===== config.mk =====
export PLATFORM = sky130hd
export DESIGN_NAME = ps2_mouse_packet
export DESIGN_NICKNAME = d
export VERILOG_FILES = /design/src/rtl/ps2_mouse_packet.sv
export SDC_FILE = /design/constraint.sdc
export NUM_CORES = 1
export LEC_CHECK = 0
export CAP_MARGIN = 20
export CORE_UTILIZATION = 57
export CTS_BUF_LIST = sky130_fd_sc_hd__clkbuf_4 sky130_fd_sc_hd__clkbuf_8 sky130_fd_sc_hd__clkbuf_16
export DETAILED_ROUTE_END_ITERATION = 8
export MAX_ROUTING_LAYER = met4
export PLACE_DENSITY_LB_ADDON = 0.2
export SLEW_MARGIN = 0
export SYNTH_ARGS = -nofsm -noshare
export SYNTH_HDL_FRONTEND = slang
export SYNTH_SLANG_ARGS = --single-unit

===== constraint.sdc =====
create_clock -name clk -period 4.7 [get_ports clk]
set_input_delay 0.94 -clock clk [delete_from_list [all_inputs] [get_ports clk]]
set_output_delay 0.94 -clock clk [all_outputs]
set_load 0.005 [all_outputs]

===== src/rtl/ps2_mouse_packet.sv =====
// Assembles 3-byte PS/2 mouse movement packets from the byte receiver's output stream.
// Resynchronises on a first byte with bit 3 clear and on an inter-byte timeout.
module ps2_mouse_packet #(
  parameter int TIMEOUT = 150000,
  parameter int TW      = 18
) (
  input  logic       clk,
  input  logic       reset,
  input  logic       en,
  input  logic       rx_done_tick,
  input  logic [7:0] rx_data,
  output logic [8:0] xm,
  output logic [8:0] ym,
  output logic [2:0] btnm,
  output logic [1:0] ovf,
  output logic       m_done_tick,
  output logic       sync_err,
  output logic [7:0] err_cnt
);

  typedef enum logic [1:0] {B1, B2, B3, DONE} state_t;

  localparam logic [TW-1:0] TLAST = TW'(TIMEOUT - 1);

  state_t        state_q, state_d;
  logic [TW-1:0] timer_q, timer_d;
  // First byte kept without its always-one bit 3: {yovf, xovf, ysign, xsign, btn[2:0]}
  logic [6:0]    b1_q, b1_d;
  logic [7:0]    b2_q, b2_d;
  logic [8:0]    xm_q, xm_d, ym_q, ym_d;
  logic [2:0]    btnm_q, btnm_d;
  logic [1:0]    ovf_q, ovf_d;
  logic          done_q, done_d;
  logic          err_q, err_d;
  logic [7:0]    err_cnt_q, err_cnt_d;

  always_comb begin
    state_d = state_q;
    timer_d = timer_q;
    b1_d    = b1_q;
    b2_d    = b2_q;
    xm_d    = xm_q;
    ym_d    = ym_q;
    btnm_d  = btnm_q;
    ovf_d   = ovf_q;
    done_d  = 1'b0;
    err_d   = 1'b0;
    case (state_q)
      B1: begin
        if (rx_done_tick && en) begin
          if (rx_data[3]) begin
            b1_d    = {rx_data[7:4], rx_data[2:0]};
            timer_d = '0;
            state_d = B2;
          end else begin
            err_d = 1'b1;
          end
        end
      end
      B2, B3: begin
        // An arriving byte takes priority over an expiring timer.
        if (rx_done_tick) begin
          timer_d = '0;
          if (state_q == B2) begin
            b2_d    = rx_data;
            state_d = B3;
          end else begin
            xm_d    = {b1_q[3], b2_q};
            ym_d    = {b1_q[4], rx_data};
            btnm_d  = b1_q[2:0];
            ovf_d   = b1_q[6:5];
            done_d  = 1'b1;
            state_d = DONE;
          end
        end else if (timer_q == TLAST) begin
          timer_d = '0;
          err_d   = 1'b1;
          state_d = B1;
        end else begin
          timer_d = timer_q + TW'(1);
        end
      end
      DONE: state_d = B1;
      default: state_d = B1;
    endcase
  end

  assign err_cnt_d = (err_d && (err_cnt_q != 8'hFF)) ? err_cnt_q + 8'd1 : err_cnt_q;

  always_ff @(posedge clk) begin
    if (reset) begin
      state_q   <= B1;
      timer_q   <= '0;
      b1_q      <= '0;
      b2_q      <= '0;
      xm_q      <= '0;
      ym_q      <= '0;
      btnm_q    <= '0;
      ovf_q     <= '0;
      done_q    <= 1'b0;
      err_q     <= 1'b0;
      err_cnt_q <= '0;
    end else begin
      state_q   <= state_d;
      timer_q   <= timer_d;
      b1_q      <= b1_d;
      b2_q      <= b2_d;
      xm_q      <= xm_d;
      ym_q      <= ym_d;
      btnm_q    <= btnm_d;
      ovf_q     <= ovf_d;
      done_q    <= done_d;
      err_q     <= err_d;
      err_cnt_q <= err_cnt_d;
    end
  end

  assign xm          = xm_q;
  assign ym          = ym_q;
  assign btnm        = btnm_q;
  assign ovf         = ovf_q;
  assign m_done_tick = done_q;
  assign sync_err    = err_q;
  assign err_cnt     = err_cnt_q;

endmodule


Yosys cells after proc, flatten, opt, wreduce, memory -nomap -nowiden
Cells that the tools add are included.
Cells by class
  add/sub/neg operators: 2
  equality and inequality tests: 8
  mux-type cells: 17
  bitwise gates (word level): 3
  reductions and logical operators: 11
Operators with widths (count)
  $mux W18: 4
  $pmux W18 S2: 1
  $add A18 B1 Y18 const B: 1
  $eq A18 B18 Y1 const B: 1
  $reduce_and A3 Y1: 5
  $add A8 B1 Y8 const B: 1
  $mux W2: 4
  $ne A8 B8 Y1 const B: 1
  $mux W1: 6
  $pmux W2 S3: 1
  $eq A2 B2 Y1 const B: 2
  $ne A2 B2 Y1 const B: 2
  $ne A3 B3 Y1 const B: 1
  $not A1 Y1: 3
  $reduce_or A3 Y1: 1
  $eq A2 B1 Y1 const B: 1
  $logic_and A1 B1 Y1: 2
  $logic_not A2 Y1: 1
  $pmux W1 S2: 1
  $reduce_bool A2 Y1: 1
  $reduce_or A2 Y1: 1
Storage, ports and cells
  bits in registers: 68

Longest topological paths before layout
Gate-level depths: netlist of the first run.
  depth after elaboration: 5
  gate-level depth with buffers: 8
  gate-level depth less buffers: 7

Worst setup path before layout of the first run
Ideal clock, no wire load.
  path kind: input port to flip-flop
  start point: input rx_done_tick
  end point: register err_cnt_q[2], in the netlist err_cnt[2]
  library setup time: 0.121 ns
  arrival time: 2.104 ns
  data required time: 4.579 ns
  setup slack: 2.476 ns
  cell stages on the path: 6
  cell sequence: nor3b_1 -> nand3_1 -> o21a_1 -> buf_6 -> nor3b_1 -> mux2_2
Between the ends
  word-level cells in the longest chain between the ends: 4
Ends and longest elaborated chain
  from (decl): RTL line 10  | input logic rx_done_tick,
  $logic_and A1 B1 Y1: RTL line 50  | if (rx_done_tick && en) begin
  $mux W1: RTL line 50
  $pmux W1 S2 (*): RTL line 48  | case (state_q)
  $logic_and A1 B1 Y1 (*): RTL line 88  | assign err_cnt_d = (err_d && (err_cnt_q != 8'hFF)) ? err_cnt_q + 8'd1 : err_cnt_q;
  to (signal assigned): RTL line 114  | err_cnt_q <= err_cnt_d;
  to (decl): RTL line 35  | logic [7:0] err_cnt_q, err_cnt_d;
Mark *: on every way between the ends. The rest lies on a longest branch, timed or not.
A chain may end at the register's enable or synchronous reset.

Worst setup path after layout of the first run
  start point: input rx_done_tick
  end point: register timer_q[8]
Between the ends
  word-level cells in the longest chain between the ends: 3
Ends and longest elaborated chain
  $logic_and A1 B1 Y1: RTL line 50
  $ne A2 B2 Y1 (no source line)
  $reduce_and A3 Y1 (no source line)
  to (signal assigned): RTL line 105  | timer_q <= timer_d;
  to (decl): RTL line 26  | logic [TW-1:0] timer_q, timer_d;
Several ways; a longest one is shown, not always the timed one.

==> parameters.txt, run 1 <==
Parameter                              Value

Final layout
  Area growth syn-to-layout    22.1%
  Fraction of layout instances using a drive strength above 1    6.51%
  # nets final    397
  N_diodes    0

Setup path
  Maximum cell stage delay along the critical path    800 ps
  Critical path cell sequence    clkdlybuf4s50_1 > nand3_1 > a21oi_1 > nand3_1 > or3_1 > a21oi_1
  Arrival time of the worst setup path    around 3500 ps
  Instance count on the critical path    6
  Cell with the largest stage delay on the worst path    clkdlybuf4s50_1
  Required time of the critical path    4970 ps
  Buffers & Inverters on Critical Path    1
  Kind of end point of the critical path    flip-flop
  Crit Path Max Fanout    16
  Kind of cell with the highest combined delay on the critical path    simple AND/OR/NAND/NOR gates
  Kind of critical path    input pin to flip-flop
  Startpoint type of the worst setup path    input pin
  Depth of the worst register-to-register path    6

Synthesis
  Predominant post-synthesis flop cell    dfxtp_1
  Sequential element share of the synthesized area    47.5%
  Number of enable-type register cells in the synthesized netlist    0
  Largest cells by area after synthesis    dfxtp_1, nand2_1, a21oi_1
  Count of unique library cells instantiated by Yosys    41
  Register bit count reported by yosys    between 60 and 70
  Post-Syn Area per Cell    8.33 um^2
  Most common library cells after synthesis    nand2_1, dfxtp_1, a21oi_1
  Cell with the most instances after synthesis    nand2_1
  Cell count after synthesis    344
  Synthesis Warnings    0
  Dominant cell type by area after synthesis    dfxtp_1
  Fraction of synthesized cell area taken by the top area cell type    47.5%
  Synth Cell Area    2870 um^2
  Synthesized net count    362
  Async set or reset register ratio after synthesis    0%

Floorplan
  Initial core utilization    59.9%
  Core Region    around 4800 um^2
  Ports    45
  Vertical extent of the die    72.9 um
  Die Area    5310 um^2
  Standard-cell row count    25
  Horizontal die dimension    approximately 73 um

Detailed routing
  Number of remaining DRC errors    0
  Detailed-route wire length    5.96 mm
  Post-route antenna net violation count    0
  Ratio of routed vias to standard cells    ~5.4
  Routed vias    around 2500
  Routed len/inst    roughly 13 um
  Number of DRC markers in iteration 0    183
  Detailed-routing iteration count for the pre-antenna-repair pass    7

Power
  Largest vdd supply drop    223 uV
  Internal    just over 900 uW
  Power per cell area    between 300 and 400 nW/um^2
  Sw Pwr    approximately 360 uW
  Fraction of power consumed by the clock network    37.3%
  Share of total power in combinational logic    14.5%
  Part of the total power dissipated in sequential elements    48.2%
  Static power due to leakage    1.21 nW
  Net switching share of the total power    between 20% and 30%

STA
  Number of max-slew violations in the final report    0
  Final critical-path share of the clock period    68.6%
  Measured slew at the worst slew-check pin    913 ps
  RSZ-0062 raised after global routing    no
  Worst-case headroom to the max-slew limit    39.2%
  Fmax    310 MHz
  Fin Setup TNS    0 ps
  Final worst hold slack    453 ps
  Largest clock skew in the final design    slightly below 10 ps
  Finish-stage setup viols    0
  Final min period    3220 ps
  Hold violation count in the final report    0

CTS
  Worst-skew pair later-pin latency    350 ps
  Maximum root-to-sink buffer count    2
  Post-CTS Setup Inserts    0
  Cell at the root of the clock tree    clkbuf_8
  Gates resized, CTS repair    0
  Count of hold-fix buffers inserted at cts    0
  Num Clock Sinks    68
  Clock-pin slew reported for the worst setup and hold paths after clock tree synthesis    70 ps
  Clock buffers created by TritonCTS    9
  Clock tree from TritonCTS    built
  H-tree levels    3

Job
  Count of maximum capacitance violations    0

Global route
  Aggregate global-route resource usage    25.8%
  Maximum number of pins on one net before global-route repair    between 50 and 60
  Via count of the first global-routing pass    2266
  Antenna violations before repair    0
  Wire length of the first global-routing pass    10.1 mm
  Sum of overflow across all layers after global routing    0

Placement
  Gpl congestion    0.783
  DPL Wire Length    between 3 and 4 mm
  Number of buffers added on ports    44

Hold path
  Hold-critical path depth    2
  Worst Hold Class    flip-flop to flip-flop

Outcome
  Outcome    finished clean
==> metal layers <==
metal	global-route usage, %	routed length [um]	vias to the layer above
met5	-	0	-
met4	12.6	122	0
met3	6.35	277	12
met2	42.0	2890	63
met1	29.9	2670	1138
li1	-	-	1240
==> flip-flops by register name, summed over array words and instances (netlist names) <==
signal / count
xm: 9
ym: 9
sync_err: 1
btnm: 3
timer_q: 18
err_cnt: 8
b2_q: 8
state_q: 2
ovf: 2
m_done_tick: 1
b1_q: 7
==> path summary, 6_finish.rpt <==
path	startpoint	end	slack, ps
worst max register to register	state_q[0]	timer_q[8]	2400
worst max-delay path	rx_done_tick	timer_q[8]	1480
worst min register to register	b1_q[0]	btnm[0]	450
worst min-delay path	b1_q[0]	btnm[0]	450
==> cells by family after synthesis <==
group,Yosys count,share of synthesized area (%)
AO/OA/AOI/OAI,61,12.6
multiplexers,3,1.09
adder cells (fa/ha/maj),6,2.62
flip-flops,68,47.5
buffers and inverters,26,3.84
XOR/XNOR,16,4.89
AND/OR/NAND/NOR,164,27.4
==> worst reg2reg max path, cell delays in order (launching register included) <==
cell and delay (ps):
dfxtp_1 370, inv_1 100, ha_1 320, a21oi_1 680, nand3_1 260, or3_1 360
a21oi_1 150
==> power by group through the flow <==
stage / logic (mW) / registers, mW / clock network, mW
3_5_place_dp: 0.186 / 0.631 / 0
2_1_floorplan: 0.129 / 0.629 / 0
6_report: 0.186 / 0.618 / 0.477
4_1_cts: 0.187 / 0.618 / 0.489
5_1_grt: 0.208 / 0.622 / 0.514
3_3_place_gp: 0.179 / 0.630 / 0
==> area by class of cell <==
cell class,instances,area (um^2)
multi-input combinational,250,1390
sequential,68,1360
fill,381,1290
timing repair buffer,45,443
clock buffer,9,124
tap,67,83.8
clock inverter,7,75.1
inverter,5,18.8
==> metrics by stage <==
step / setup WS, ps / total power, mW / util, % / cells / cell area, um^2
2_1_floorplan: 2480 / 0.758 / - / 344 / 2870
3_3_place_gp: 1230 / 0.809 / 69.0 / 435 / 3300
3_5_place_dp: 1140 / 0.817 / 69.0 / 435 / 3300
4_1_cts: 1530 / 1.29 / 73.1 / 451 / 3500
5_1_grt: 1150 / 1.34 / 73.1 / 451 / 3500
6_report: 1480 / 1.28 / 73.1 / 451 / 3500
==> layout by cell type (no fill, tap or decap), types with 2 or more instances in the layout <==
| master | count |
|---|---|
| nand3_1 | 19 |
| xor2_1 | 13 |
| nor3b_1 | 2 |
| clkdlybuf4s50_1 | 43 |
| mux2i_1 | 2 |
| inv_1 | 5 |
| o21ai_0 | 3 |
| a21oi_1 | 45 |
| and4_1 | 3 |
| or4_1 | 2 |
| and2_1 | 2 |
| xnor2_1 | 3 |
| nor2_1 | 28 |
| dfxtp_1 | 68 |
| nor2b_1 | 2 |
| o31ai_1 | 3 |
| ha_1 | 6 |
| nand2_1 | 73 |
| nand2b_1 | 2 |
| clkinvlp_4 | 3 |
| and3_1 | 9 |
| or3_1 | 3 |
| clkbuf_8 | 9 |
| nor3_1 | 2 |
| nand4_1 | 13 |
No activity file was read; power rests on OpenSTA's default activity.
==> inputs of run 2 (changes only) <==
--- a/config.mk
+++ b/config.mk
@@ -6,7 +6,7 @@
 export NUM_CORES = 1
 export LEC_CHECK = 0
 export CAP_MARGIN = 20
-export CORE_UTILIZATION = 57
+export CORE_UTILIZATION = 53
 export CTS_BUF_LIST = sky130_fd_sc_hd__clkbuf_4 sky130_fd_sc_hd__clkbuf_8 sky130_fd_sc_hd__clkbuf_16
 export DETAILED_ROUTE_END_ITERATION = 8
 export MAX_ROUTING_LAYER = met4
==> constraint.sdc (replaced) <==
create_clock -name clk -period 3.3 [get_ports clk]
set_input_delay 0.66 -clock clk [delete_from_list [all_inputs] [get_ports clk]]
set_output_delay 0.66 -clock clk [all_outputs]
set_load 0.005 [all_outputs]
==> run 2 against run 1 <==
Via count about the same; critical path depth increased by 1; first-iteration DRC count fell by 4.9%; wire length increased by 0.91%; non-clock buffer count up 3; register-to-register slack got worse by 1300 ps; sequential share of layout area fell by 0.56 points; sequential power grew 42%; hold slack hardly changed; critical path type unchanged; critical endpoint is now timer_q[12]; largest power group unchanged.
==> parameters.txt, run 2 (synthesis results as in run 1) <==
Parameter                              Value

Final layout
  Biggest register    timer_q (unchanged)
  # nets final    400 (was 397)
  Most frequent standard cell in the layout excluding fill and tap cells    nand2_1 (unchanged)
  Area of all placed cells without fillers    3550 um^2 (was 3500 um^2)
  Area growth syn-to-layout    23.9% (was 22.1%)
  Commonest cells after routing, fill and taps aside    nand2_1, dfxtp_1, a21oi_1, clkdlybuf4s50_1, nor2_1 (unchanged)
  Fill cells    431 (was 381)
  N_diodes    0 (unchanged)
  Fraction of layout instances using a drive strength above 1    7.24% (was 6.51%)
  Register area    1360 um^2 (unchanged)
  Max reg flops    18 (unchanged)
  Area of combinational cells with multiple inputs    1390 um^2 (unchanged)

STA
  Hold violation count in the final report    0 (unchanged)
  Final worst hold slack    453 ps (about the same)
  Largest clock skew in the final design    5.07 ps (was 9.85 ps)
  Fin Setup TNS    0 ps (unchanged)
  RSZ-0062 raised after global routing    no (unchanged)
  Number of max-slew violations in the final report    0 (unchanged)
  Fmax    423 MHz
  Final min period    2360 ps
  Final critical-path share of the clock period    between 70% and 80%
  Finish-stage setup viols    0 (unchanged)
  Measured slew at the worst slew-check pin    572 ps (was 913 ps)
  Worst-case headroom to the max-slew limit    61.9% (was 39.2%)

Placement
  Number of buffers added on ports    44 (unchanged)
  DPL Wire Length    4.05 mm (was 3.92 mm)
  Gpl congestion    0.805 (was 0.783)
  Placed Area    3330 um^2 (was 3300 um^2)

Global route
  Maximum number of pins on one net before global-route repair    37 (was 54)
  Antenna violations before repair    0 (unchanged)
  Wire length of the first global-routing pass    9.78 mm (was 10.1 mm)
  Via count of the first global-routing pass    2130 (was 2266)
  Aggregate global-route resource usage    23.7% (was 25.8%)
  Sum of overflow across all layers after global routing    0 (unchanged)

Floorplan
  Vertical extent of the die    75.5 um (was 72.9 um)
  Standard-cell row count    26 (was 25)
  Ports    45 (unchanged)
  Horizontal die dimension    75.5 um (was 72.9 um)
  Core Region    5170 um^2 (was 4790 um^2)
  Die Area    5700 um^2 (was 5310 um^2)
  Initial core utilization    55.4% (was 59.9%)

Setup path
  Kind of critical path    input pin to flip-flop (unchanged)
  Required time of the critical path    3510 ps (was 4970 ps)
  Crit Path Max Fanout    18 (was 16)
  Startpoint type of the worst setup path    input pin (unchanged)
  Kind of end point of the critical path    flip-flop (unchanged)
  Arrival time of the worst setup path    2570 ps (was 3500 ps)

Power
  Power per cell area    538 nW/um^2 (was 366 nW/um^2)
  Static power due to leakage    1.23 nW (was 1.21 nW)
  Final total power    1.91 mW (was 1.28 mW)
  Largest vdd supply drop    330 uV (was 223 uV)

CTS
  Post-CTS Setup Inserts    0 (unchanged)
  Maximum root-to-sink buffer count    2 (unchanged)
  Clock-pin slew reported for the worst setup and hold paths after clock tree synthesis    70 ps (about the same)
  Cell at the root of the clock tree    clkbuf_8 (unchanged)
  Clock buffers created by TritonCTS    9 (unchanged)
  Clock tree from TritonCTS    built (unchanged)
  H-tree levels    3 (unchanged)
  Gates resized, CTS repair    0 (unchanged)
  Worst-skew pair later-pin latency    340 ps (was 350 ps)
  Count of hold-fix buffers inserted at cts    0 (unchanged)
  Num Clock Sinks    68 (unchanged)

Detailed routing
  Number of DRC markers in iteration 0    174 (was 183)
  Detailed-routing iteration count for the pre-antenna-repair pass    4 (was 7)
  Number of remaining DRC errors    0 (unchanged)
  Routed vias    2455 (was 2453)
  Ratio of routed vias to standard cells    5.37 (was 5.44)
  Routed len/inst    13.2 um (about the same)
  Detailed-route wire length    6.02 mm (was 5.96 mm)
  Post-route antenna net violation count    0 (unchanged)

Job
  Count of maximum capacitance violations    0 (unchanged)

Outcome
  Outcome    finished clean (unchanged)

Hold path
  Worst Hold Class    flip-flop to flip-flop (unchanged)
[run 2: cell types whose count changed in the layout (fill, tap and decap cells not counted)]
cell,previous run,this run
buf_4,1,4
bufinv_16,1,2
clkinv_2,1,0
[run 2: worst max-delay path, stage by stage]
cell             delay [ps]
clkdlybuf4s50_1         520
buf_4                   210
nand3_1                 170
a21oi_1                 190
buf_4                   200
a21o_1                  500
nor2_1                  110
[run 2: path summary, 6_finish.rpt]
| check | from | end | slack [ps] | cells past startpoint |
|---|---|---|---|---|
| setup / recovery | rx_done_tick | timer_q[12] | 940 | 7 |
| hold / removal | ym[3] | ym[3] | 450 | 2 |
| setup reg to reg | state_q[0] | err_cnt[2] | 1090 | 7 |
| hold reg to reg | ym[3] | ym[3] | 450 | 2 |
[run 2: per-stage QoR]
| step | utilization [%] | std cells | setup slack, ps |
|---|---|---|---|
| 2_1_floorplan | - | 344 | 1310 |
| 3_3_place_gp | 64.3 | 441 | 676 |
| 3_5_place_dp | 64.3 | 441 | 600 |
| 4_1_cts | 68.7 | 457 | 967 |
| 5_1_grt | 68.7 | 457 | 781 |
| 6_report | 68.7 | 457 | 938 |
[run 2: where the power goes]
part,internal (mW),switching [mW]
registers,0.857,0.0229
logic,0.108,0.162
clock network,0.429,0.331
total,1.39,0.516
[run 2: routing by layer]
| layer | share of wire [%] | global-route usage, % | vias to the layer above |
|---|---|---|---|
| li1 | - | - | 1248 |
| met1 | 47 | 29.4 | 1128 |
| met2 | 47 | 36.9 | 66 |
| met3 | 4.0 | 3.97 | 13 |
| met4 | 2.4 | 13.0 | 0 |
| met5 | 0 | - | - |
[run 2: final cells by class]
type	instances	area share, %
Clock buffer	9	3.49
Tap cell	70	2.47
Inverter	5	0.529
Timing Repair Buffer	48	13.1
Multi-Input combinational cell	250	39.3
Sequential cell	68	38.3
Clock inverter	7	2.82
